$ cat config.mk
export PLATFORM = sky130hd
export DESIGN_NAME = bip_report_unit
export DESIGN_NICKNAME = d
export VERILOG_FILES = /design/src/rtl/bip_report_unit.sv
export SDC_FILE = /design/constraint.sdc
export NUM_CORES = 1
export LEC_CHECK = 0
export CAP_MARGIN = 0
export CORE_ASPECT_RATIO = 2
export CORE_MARGIN = 3
export CORE_UTILIZATION = 50
export CTS_CLUSTER_DIAMETER = 150
export CTS_CLUSTER_SIZE = 8
export DETAILED_ROUTE_END_ITERATION = 10
export GPL_TIMING_DRIVEN = 0
export PLACE_DENSITY = 0.87
export SETUP_SLACK_MARGIN = 0.1
export SYNTH_ARGS = -nofsm -noshare
export SYNTH_HDL_FRONTEND = slang
export SYNTH_SLANG_ARGS = --single-unit
export TNS_END_PERCENT = 1
$ cat constraint.sdc
create_clock -name CLK -period 2.4 [get_ports CLK]
set_input_delay 0.48 -clock CLK [delete_from_list [all_inputs] [get_ports CLK]]
set_output_delay 0.48 -clock CLK [all_outputs]
set_load 0.02 [all_outputs]
$ cat src/rtl/bip_report_unit.sv
// BIP report unit: gates the CPU, counts executed cycles and, when the HALT
// opcode appears on the program-memory bus, snapshots PC/ACC/cycle count and
// streams an 8-byte report frame to the UART transmitter one byte at a time.
module bip_report_unit #(
  parameter logic [4:0] HALT_OPCODE = 5'b00000,
  parameter logic [7:0] HEADER      = 8'hA5
) (
  input  logic        CLK,
  input  logic        RESET,
  input  logic        START,
  input  logic [15:0] INSTRUCTION,
  input  logic [10:0] ADDR_PM,
  input  logic [15:0] ACC,
  input  logic        TX_DONE,
  output logic        CPU_EN,
  output logic [7:0]  TX_DATA,
  output logic        TX_START,
  output logic        FINISHED
);

  typedef enum logic [2:0] {StIdle, StRun, StSend, StWaitTx, StDone} state_e;

  state_e      state_q;
  logic [15:0] cnt_q;
  logic [2:0]  idx_q;
  logic [10:0] pc_s_q;
  logic [15:0] acc_s_q;
  logic [15:0] cyc_s_q;

  logic        halt_hit;
  logic [15:0] cnt_inc;
  logic [2:0]  next_idx;
  logic [7:0]  next_byte;
  logic [7:0]  checksum;

  // Only the opcode field of the instruction is decoded here.
  logic unused_instr;
  assign unused_instr = ^INSTRUCTION[10:0];

  assign halt_hit = (INSTRUCTION[15:11] == HALT_OPCODE);
  // Saturating increment: a runaway program pins the count at 16'hFFFF.
  assign cnt_inc  = (cnt_q == 16'hFFFF) ? cnt_q : cnt_q + 16'd1;
  assign next_idx = idx_q + 3'd1;

  // Frame byte for the slot that follows the one currently in flight.
  always_comb begin
    checksum = HEADER ^ {5'b00000, pc_s_q[10:8]} ^ pc_s_q[7:0] ^ acc_s_q[15:8] ^
               acc_s_q[7:0] ^ cyc_s_q[15:8] ^ cyc_s_q[7:0];
    case (next_idx)
      3'd0:    next_byte = HEADER;
      3'd1:    next_byte = {5'b00000, pc_s_q[10:8]};
      3'd2:    next_byte = pc_s_q[7:0];
      3'd3:    next_byte = acc_s_q[15:8];
      3'd4:    next_byte = acc_s_q[7:0];
      3'd5:    next_byte = cyc_s_q[15:8];
      3'd6:    next_byte = cyc_s_q[7:0];
      default: next_byte = checksum;
    endcase
  end

  // Control FSM with registered outputs; reset aborts any run or frame at once.
  always_ff @(posedge CLK or negedge RESET) begin
    if (!RESET) begin
      state_q  <= StIdle;
      cnt_q    <= 16'h0000;
      idx_q    <= 3'd0;
      pc_s_q   <= 11'h000;
      acc_s_q  <= 16'h0000;
      cyc_s_q  <= 16'h0000;
      CPU_EN   <= 1'b0;
      TX_DATA  <= 8'h00;
      TX_START <= 1'b0;
      FINISHED <= 1'b0;
    end else begin
      case (state_q)
        StIdle: begin
          cnt_q <= 16'h0000;
          if (START) begin
            state_q <= StRun;
            CPU_EN  <= 1'b1;
          end
        end
        StRun: begin
          cnt_q <= cnt_inc;
          if (halt_hit) begin
            // The halt cycle itself is counted in the snapshot.
            CPU_EN   <= 1'b0;
            pc_s_q   <= ADDR_PM;
            acc_s_q  <= ACC;
            cyc_s_q  <= cnt_inc;
            idx_q    <= 3'd0;
            TX_DATA  <= HEADER;
            TX_START <= 1'b1;
            state_q  <= StSend;
          end
        end
        StSend: begin
          TX_START <= 1'b0;
          state_q  <= StWaitTx;
        end
        StWaitTx: begin
          if (TX_DONE) begin
            if (idx_q == 3'd7) begin
              FINISHED <= 1'b1;
              state_q  <= StDone;
            end else begin
              idx_q    <= next_idx;
              TX_DATA  <= next_byte;
              TX_START <= 1'b1;
              state_q  <= StSend;
            end
          end
        end
        StDone: begin
          FINISHED <= 1'b1;
          CPU_EN   <= 1'b0;
        end
        default: state_q <= StIdle;
      endcase
    end
  end

endmodule

==> results.cfg, run 1 <==
[die]
fp.dieH_um = 138
rows = 47
initial_utilization = 0.518
fp.dieW_um = 72.0
dieArea_mm2 = 0.00994
core_mm2 = 0.00841
num_io_pins = 58

[detailed_routing]
drc_errors = 0
first_pass_iters = 5
routedWlPerCell_um = 19.7
avgViaCountPerCell = 6.35
drtIter0Drc = 380
num_vias = 4152
routed_wirelength_um = 12900
antenna_left = 0

[clock_tree]
clock-sinks = 76
insertion_delay_ns = 0.35
cts_tree = built
cts_max_level = 3
numCtsBuffers = 9
cts-root-buf = clkbuf_16
clk_pin_slew_ns = 0.06
max-clock-path-buffers = 2
postCtsSetupRepairBufs = 0

[critical_path]
arrival_ns = 2.57
cp.required_ns = 2.63
cp_max_fo = 7
critical_path_class = flip-flop to flip-flop
critical_path.startpoint_type = flip-flop
end_kind = flip-flop

[final_layout]
drive_gt1_frac = 0.0863
mostFrequentLayoutCells = nand2_1, dfrtp_1, clkdlybuf4s50_1
nets = 607
n_antenna_cell = 0
areaGrowthSynthToFinish_pct = 23.0
final_common_cell = nand2_1

[synth]
synth_area_mm2 = 0.00436
syn_inst = 494
synth-edff-count = 0
synthTopCellsByArea = dfrtp_1, nand2_1, xnor2_1
synth.distinct_cells = 59
synth_top_area_frac = 0.436
synth_ff_type = dfrtp_1
synth.largest_area_cell = dfrtp_1
ys_seq_area_frac = 0.436
asyncSetResetFlopFracSynth = 1.00
ys_warn_count = 0
syn_nets = 549
synth-seq-cells = 76
syn_avg_cell_area_um2 = 8.82

[min_path]
hp-class = input port to async pin

[timing]
skew_ns = 0.00481
finalCriticalPeriod_ns = 2.34
drv_slew = 0
relSlewSlack = 0.446
hold_viol = 0
fin_crit_sh = 0.976
fin_tns_setup_ns = 0
rsz0062_at_grt = yes
setup-violations-final = 0
setup_ws_ns = 0.0587
timing.fmax_ghz = 0.427
worst_pin_slew_ns = 0.824

[global_route]
grt_pass1_wl_um = 20400
overflow = 0
grt_antenna_before_repair = 0
grtUsageTotal = 0.266
grt_pass1_vias = 4161
grt_max_degree = 50

[pwr]
power_mw = 6.53
irDropWorstVdd_v = 0.000571
p_leak_nw = 2.33
power_density_mw_per_mm2 = 1220

[placed_design]
hpwlAfterDp_um = 9220
place_ws_ns = -0.312
routabilityCongestion = 0.961
port_buffers = 46

[run]
drv_cap = 0

[outcome]
status = finished, final reports clean
[metrics by stage]
stage | cell area, um2 | instances | utilization | hold WS (ns)
after floorplan | 4360 | 494 | - | 0.184
after global placement | 4940 | 638 | 0.588 | 0.457
after detailed placement | 4970 | 639 | 0.591 | 0.423
after CTS | 5300 | 654 | 0.631 | 0.0642
after global routing | 5360 | 654 | 0.637 | 0.0789
final | 5360 | 654 | 0.637 | 0.0527
[report_power, final]
group | leakage [nW] | internal (mW) | total (mW) | switching [mW]
clock network | 0.159 | 0.965 | 1.50 | 0.533
registers | 0.977 | 1.69 | 2.12 | 0.427
logic | 1.19 | 1.34 | 2.92 | 1.58
total | 2.33 | 3.99 | 6.53 | 2.54
[final timing paths]
kind | startpoint | to | slack (ns) | depth (start not counted)
setup / recovery | idx_q[0] | TX_DATA[4] | 0.06 | 6
hold / removal | RESET | acc_s_q[9] | 0.05 | 1
setup reg to reg | idx_q[0] | TX_DATA[4] | 0.06 | 6
hold reg to reg | FINISHED | FINISHED | 0.47 | 1
max in group asynchronous | RESET | cyc_s_q[0] | 1.78 | 2
min in group CLK | FINISHED | FINISHED | 0.47 | 1
[final cells by class]
class | instances | area (um2)
buffer | 33 | 144
sequential | 76 | 1900
clock buffer | 12 | 256
tap | 98 | 123
timing repair buffer | 47 | 485
clock inverter | 3 | 68.8
inverter | 9 | 33.8
fill | 663 | 3050
multi-input combinational | 376 | 2350
[synth_stat cells (all sizes together) (3+ instances only)]
master,instances
xor2,4
xnor3,4
a211oi,4
a2bb2oi,3
o21ai,24
mux2,7
o221ai,3
o211ai,7
inv,9
nor3,6
a31oi,8
dfrtp,76
nor4,9
a21oi,16
nand4,7
nand3,23
ha,8
buf,8
or3,7
nor2b,4
a22o,3
or4,7
a22oi,5
nor2,27
clkbuf,25
and3,3
xnor2,26
nand2,119
nand2b,6
a221oi,3
[cells by family after synthesis]
| logic type | synth area share |
|---|---|
| AOI/OAI and AO/OA | 0.150 |
| xor gates and xnor gates | 0.0809 |
| adders and majority gates | 0.0230 |
| buffers and inverters | 0.0387 |
| DFF | 0.436 |
| muxes | 0.0204 |
| and+or+nand+nor | 0.251 |
[flip-flops by register name, indices dropped and copies added, names as in the netlist]
| register | flops |
|---|---|
| CPU_EN | 1 |
| FINISHED | 1 |
| TX_DATA | 8 |
| TX_START | 1 |
| acc_s_q | 16 |
| cnt_q | 16 |
| cyc_s_q | 16 |
| idx_q | 3 |
| pc_s_q | 11 |
| state_q | 3 |
[repair_timing]
| action | CTS | global route |
|---|---|---|
| hold buffers | 0 | 0 |
| gates resized for setup | 5 | 16 |
| endpoints found under the setup margin | 32 | 61 |
[routing by layer]
| metal | up-vias | global-route usage | part of all wire |
|---|---|---|---|
| li1 | 1868 | - | - |
| met1 | 2015 | 0.250 | 0.32 |
| met2 | 203 | 0.481 | 0.56 |
| met3 | 66 | 0.0567 | 0.049 |
| met4 | 0 | 0.198 | 0.071 |
| met5 | - | 0 | 0 |
[critical path, cell delays in order, from the launching register on]
cell and delay (ns):
dfrtp_1 0.46, ha_1 0.24, ha_1 0.34, inv_1 0.18, a21boi_1 0.61, nand2_1 0.11
a32o_1 0.28
Power figures use the tool's default switching activity.
==> run 2: changes to the inputs <==
--- a/config.mk
+++ b/config.mk
@@ -6,8 +6,7 @@
 export NUM_CORES = 1
 export LEC_CHECK = 0
 export CAP_MARGIN = 0
-export CORE_ASPECT_RATIO = 2
-export CORE_MARGIN = 3
+export CORE_ASPECT_RATIO = 0.6
 export CORE_UTILIZATION = 50
 export CTS_CLUSTER_DIAMETER = 150
 export CTS_CLUSTER_SIZE = 8
==> results.cfg, run 2 (synthesized netlist as in run 1, its figures left out) <==
[die]
fp.dieW_um = 123
num_io_pins = 58
fp.dieH_um = 74.3
dieArea_mm2 = 0.00911
core_mm2 = 0.00816
rows = 25
initial_utilization = 0.534

[global_route]
grt_antenna_before_repair = 0
grtUsageTotal = 0.303
grt_pass1_vias = 3746
overflow = 0
grt_max_degree = 43
grt_pass1_wl_um = 20100

[timing]
rsz0062_at_grt = yes
fin_crit_sh = 0.937
timing.fmax_ghz = 0.444
setup-violations-final = 0
fin_tns_setup_ns = 0
drv_slew = 0
hold_viol = 0
relSlewSlack = 0.560
skew_ns = 0.00220
worst_pin_slew_ns = 0.654
finalCriticalPeriod_ns = 2.25
holdWs_ns = 0.102
setup_ws_ns = 0.150

[critical_path]
critical_path.startpoint_type = flip-flop
critical_path_class = flip-flop to flip-flop
r2r_cells = 6
r2r_start = cnt_q[0]
cp_max_fo = 7
cp.required_ns = 2.63
arrival_ns = 2.48
end_kind = flip-flop
startpoint = cnt_q[0]

[final_layout]
reg_top3 = acc_s_q (16), cnt_q (16), cyc_s_q (16)
seqCellArea_mm2 = 0.00190
nets = 607
fillCellCount = 667
drive_gt1_frac = 0.0863
mostFrequentLayoutCells = nand2_1, dfrtp_1, clkdlybuf4s50_1
areaGrowthSynthToFinish_pct = 23.6
fin_area_mm2 = 0.00539
final_common_cell = nand2_1
n_antenna_cell = 0
multi_input_area_mm2 = 0.00235

[pwr]
irDropWorstVdd_v = 0.000537
p_comb_frac = 0.453
p_sw_mw = 2.61
p_int_mw = 4.01
p_leak_nw = 2.32
power_frac_clock = 0.225
power_density_mw_per_mm2 = 1230
swShare = 0.394
seq_power_share = 0.322

[detailed_routing]
first_pass_iters = 7
drc_errors = 0
drtIter0Drc = 455
routed_wirelength_um = 12800
routedWlPerCell_um = 19.3
num_vias = 4015
avgViaCountPerCell = 6.05
antenna_left = 0

[clock_tree]
clk_pin_slew_ns = 0.06
insertion_delay_ns = 0.34
numCtsBuffers = 9
postCtsSetupRepairBufs = 0
cts_tree = built
clock-sinks = 76
cts_max_level = 3
cts-root-buf = clkbuf_16
cts_hold_buf = 0
max-clock-path-buffers = 2

[run]
drv_cap = 0

[placed_design]
hpwlAfterDp_um = 9290
port_buffers = 46
place_ws_ns = -0.393
routabilityCongestion = 0.924
placed_area_mm2 = 0.00498

[outcome]
status = finished, final reports clean

[min_path]
hp-class = input port to async pin
run 2: metrics by stage:
stage          total power, mW  cells   util
6_report                  6.62    664  0.660
5_1_grt                   7.00    664  0.660
4_1_cts                   6.51    664  0.654
3_5_place_dp              4.94    649  0.610
3_3_place_gp              4.83    648  0.607
2_1_floorplan             4.04    494      -
run 2: path summary, 6_finish.rpt:
kind | endpoint | slack [ns]
worst min register to register | FINISHED | 0.47
min in group CLK | FINISHED | 0.47
worst min-delay path | state_q[0] | 0.10
worst max-delay path | cnt_q[0] | 0.15
worst max register to register | cnt_q[0] | 0.15
max in group asynchronous | acc_s_q[4] | 1.71
run 2: what timing repair did:
item	4_1_cts	5_1_grt
endpoints found under the setup margin	41	40
pin swaps	0	1
resized for setup	10	9
run 2: cell type report:
class / count / area share
Inverter: 9 / 0.00627
Tap cell: 108 / 0.0251
Buffer: 33 / 0.0276
Clock inverter: 4 / 0.0135
Sequential cell: 76 / 0.353
Timing Repair Buffer: 47 / 0.0901
Multi-Input combinational cell: 376 / 0.437
Clock buffer: 11 / 0.0469
run 2: layer usage:
| metal | share of wire | wire length (um) | GRT usage |
|---|---|---|---|
| met5 | 0 | 0 | 0 |
| met3 | 0.11 | 1390 | 0.0997 |
| met4 | 0.016 | 209 | 0.0962 |
| met2 | 0.40 | 5170 | 0.416 |
| met1 | 0.47 | 6040 | 0.447 |
run 2: power by group through the flow:
stage	combinational, mW	clock, mW	sequential [mW]
global placement	2.71	0	2.11
global route	3.26	1.56	2.17
CTS	2.89	1.51	2.11
finish	3.00	1.49	2.13
floorplan	1.97	0	2.07
detailed placement	2.81	0	2.13
run 2: worst max-delay path, cell delays in order (launching register included):
cell	delay, ns
dfrtp_1	0.47
ha_1	0.34
nand3_1	0.22
or4_1	0.43
buf_2	0.19
mux2_1	0.32
a22o_1	0.17
==> run 3: changes to the inputs <==
--- a/config.mk
+++ b/config.mk
@@ -12,7 +12,7 @@
 export CTS_CLUSTER_SIZE = 8
 export DETAILED_ROUTE_END_ITERATION = 10
 export GPL_TIMING_DRIVEN = 0
-export PLACE_DENSITY = 0.87
+export PLACE_DENSITY = 0.76
 export SETUP_SLACK_MARGIN = 0.1
 export SYNTH_ARGS = -nofsm -noshare
 export SYNTH_HDL_FRONTEND = slang
==> results.cfg, run 3 (synthesized netlist as in run 1, its figures left out) <==
[detailed_routing]
num_vias = 4021
drc_errors = 0
antenna_left = 0
avgViaCountPerCell = 6.06
routed_wirelength_um = 12400
first_pass_iters = 5
drtIter0Drc = 444
routedWlPerCell_um = 18.7

[run]
drv_cap = 0

[die]
core_mm2 = 0.00816
rows = 25
initial_utilization = 0.534
num_io_pins = 58
dieArea_mm2 = 0.00911
fp.dieW_um = 123
fp.dieH_um = 74.3

[pwr]
power_density_mw_per_mm2 = 1180
p_int_mw = 3.78
power_frac_clock = 0.202
seq_power_share = 0.340
p_comb_frac = 0.458
swShare = 0.400
irDropWorstVdd_v = 0.000600
p_leak_nw = 2.31
p_sw_mw = 2.52

[critical_path]
r2r_cells = 7
slowest_delay_ns = 0.45
crit_path_frequent_cell = ha_1
cp_cell_sequence = ha_1 > ha_1 > buf_6 > clkbuf_4 > o221ai_1 > a2111oi_0 > a211oi_1
cp_max_fo = 10
cp_slowest_cell = dfrtp_1
end_kind = flip-flop
critical_path_class = flip-flop to flip-flop
arrival_ns = 2.45
critical_path.startpoint_type = flip-flop
critPathBufInv = 2
cp_num_cells = 7
critPathTopFamily = adder cells
cp.required_ns = 2.61

[clock_tree]
postCtsSetupRepairBufs = 0
cts_tree = built
numCtsBuffers = 9
cts_max_level = 3
clk_pin_slew_ns = 0.06
cts-root-buf = clkbuf_16
clock-sinks = 76
insertion_delay_ns = 0.34
max-clock-path-buffers = 2

[final_layout]
reg_top3 = acc_s_q (16), cnt_q (16), cyc_s_q (16)
fillCellCount = 675
final_util = 0.651
drive_gt1_frac = 0.0827
areaGrowthSynthToFinish_pct = 22.0
final_common_cell = nand2_1
mostFrequentLayoutCells = nand2_1, dfrtp_1, clkdlybuf4s50_1
n_antenna_cell = 0
nets = 607

[timing]
holdWs_ns = 0.00843
fin_crit_sh = 0.933
timing.fmax_ghz = 0.447
skew_ns = 0.00657
hold_viol = 0
finalCriticalPeriod_ns = 2.24
worst_pin_slew_ns = 0.726
drv_slew = 0
rsz0062_at_grt = yes
setup-violations-final = 0
relSlewSlack = 0.514

[outcome]
status = finished, final reports clean

[global_route]
grt_pass1_wl_um = 19200
grtUsageTotal = 0.288
grt_max_degree = 60
overflow = 0
grt_pass1_vias = 3619
grt_antenna_before_repair = 1

[placed_design]
routabilityCongestion = 0.935
port_buffers = 46
hpwlAfterDp_um = 9090

[min_path]
hp-class = input port to async pin
-- run 3: stage by stage --
stage	worst slack, ns	area [um2]	setup TNS (ns)	std cells	power, mW
floorplan	0.178	4360	0	494	4.04
global placement	-1.82	4950	-155.71	648	4.78
detailed placement	-0.473	4980	-21.28	649	4.88
CTS	0.0630	5270	0	664	6.19
global route	0.0436	5320	0	664	6.69
finish	0.162	5320	0	664	6.29
-- run 3: timing repair --
| action | 4_1_cts | 5_1_grt |
|---|---|---|
| endpoints found under the setup margin | 53 | 43 |
| gates cloned | 0 | 0 |
| pin swaps | 0 | 0 |
| resized for setup | 7 | 16 |
| hold buffers | 0 | 0 |
| endpoints found under the hold margin | 0 | 0 |
-- run 3: path summary, 6_finish.rpt --
check / startpoint / end / slack, ns
hold reg to reg: FINISHED / FINISHED / 0.48
max in group asynchronous: RESET / acc_s_q[13] / 1.82
hold / removal: RESET / state_q[0] / 0.008
setup reg to reg: idx_q[0] / TX_DATA[0] / 0.16
setup / recovery: idx_q[0] / TX_DATA[0] / 0.16
min in group CLK: FINISHED / FINISHED / 0.48
-- run 3: power groups by stage --
stage	Combinational, mW	Clock (mW)	Sequential [mW]
after CTS	2.79	1.28	2.12
after global placement	2.66	0	2.11
final	2.88	1.27	2.14
after global routing	3.17	1.34	2.18
after detailed placement	2.75	0	2.13
after floorplan	1.97	0	2.07
-- run 3: worst reg2reg max path, cell delays in order (launching register included) --
cell and delay [ns]:
dfrtp_1 0.45, ha_1 0.24, ha_1 0.40, buf_6 0.19
clkbuf_4 0.23, o221ai_1 0.12, a2111oi_0 0.40, a211oi_1 0.09
-- run 3: layout make-up --
cell class                 instances  area [um2]  share of cell area
timing repair buffer              47         485              0.0913
inverter                           9        33.8             0.00635
sequential                        76        1900               0.358
clock inverter                     2        10.0             0.00188
buffer                            33         150              0.0282
clock buffer                      13         260              0.0489
tap                              108         135              0.0254
multi-input combinational        376        2340               0.440
-- run 3: per-layer routing --
layer | part of all wire | global-route usage | vias up
li1 | - | - | 1866
met4 | 0.012 | 0.0949 | 0
met1 | 0.49 | 0.438 | 1949
met2 | 0.40 | 0.390 | 190
met5 | 0 | 0 | -
met3 | 0.095 | 0.0790 | 16
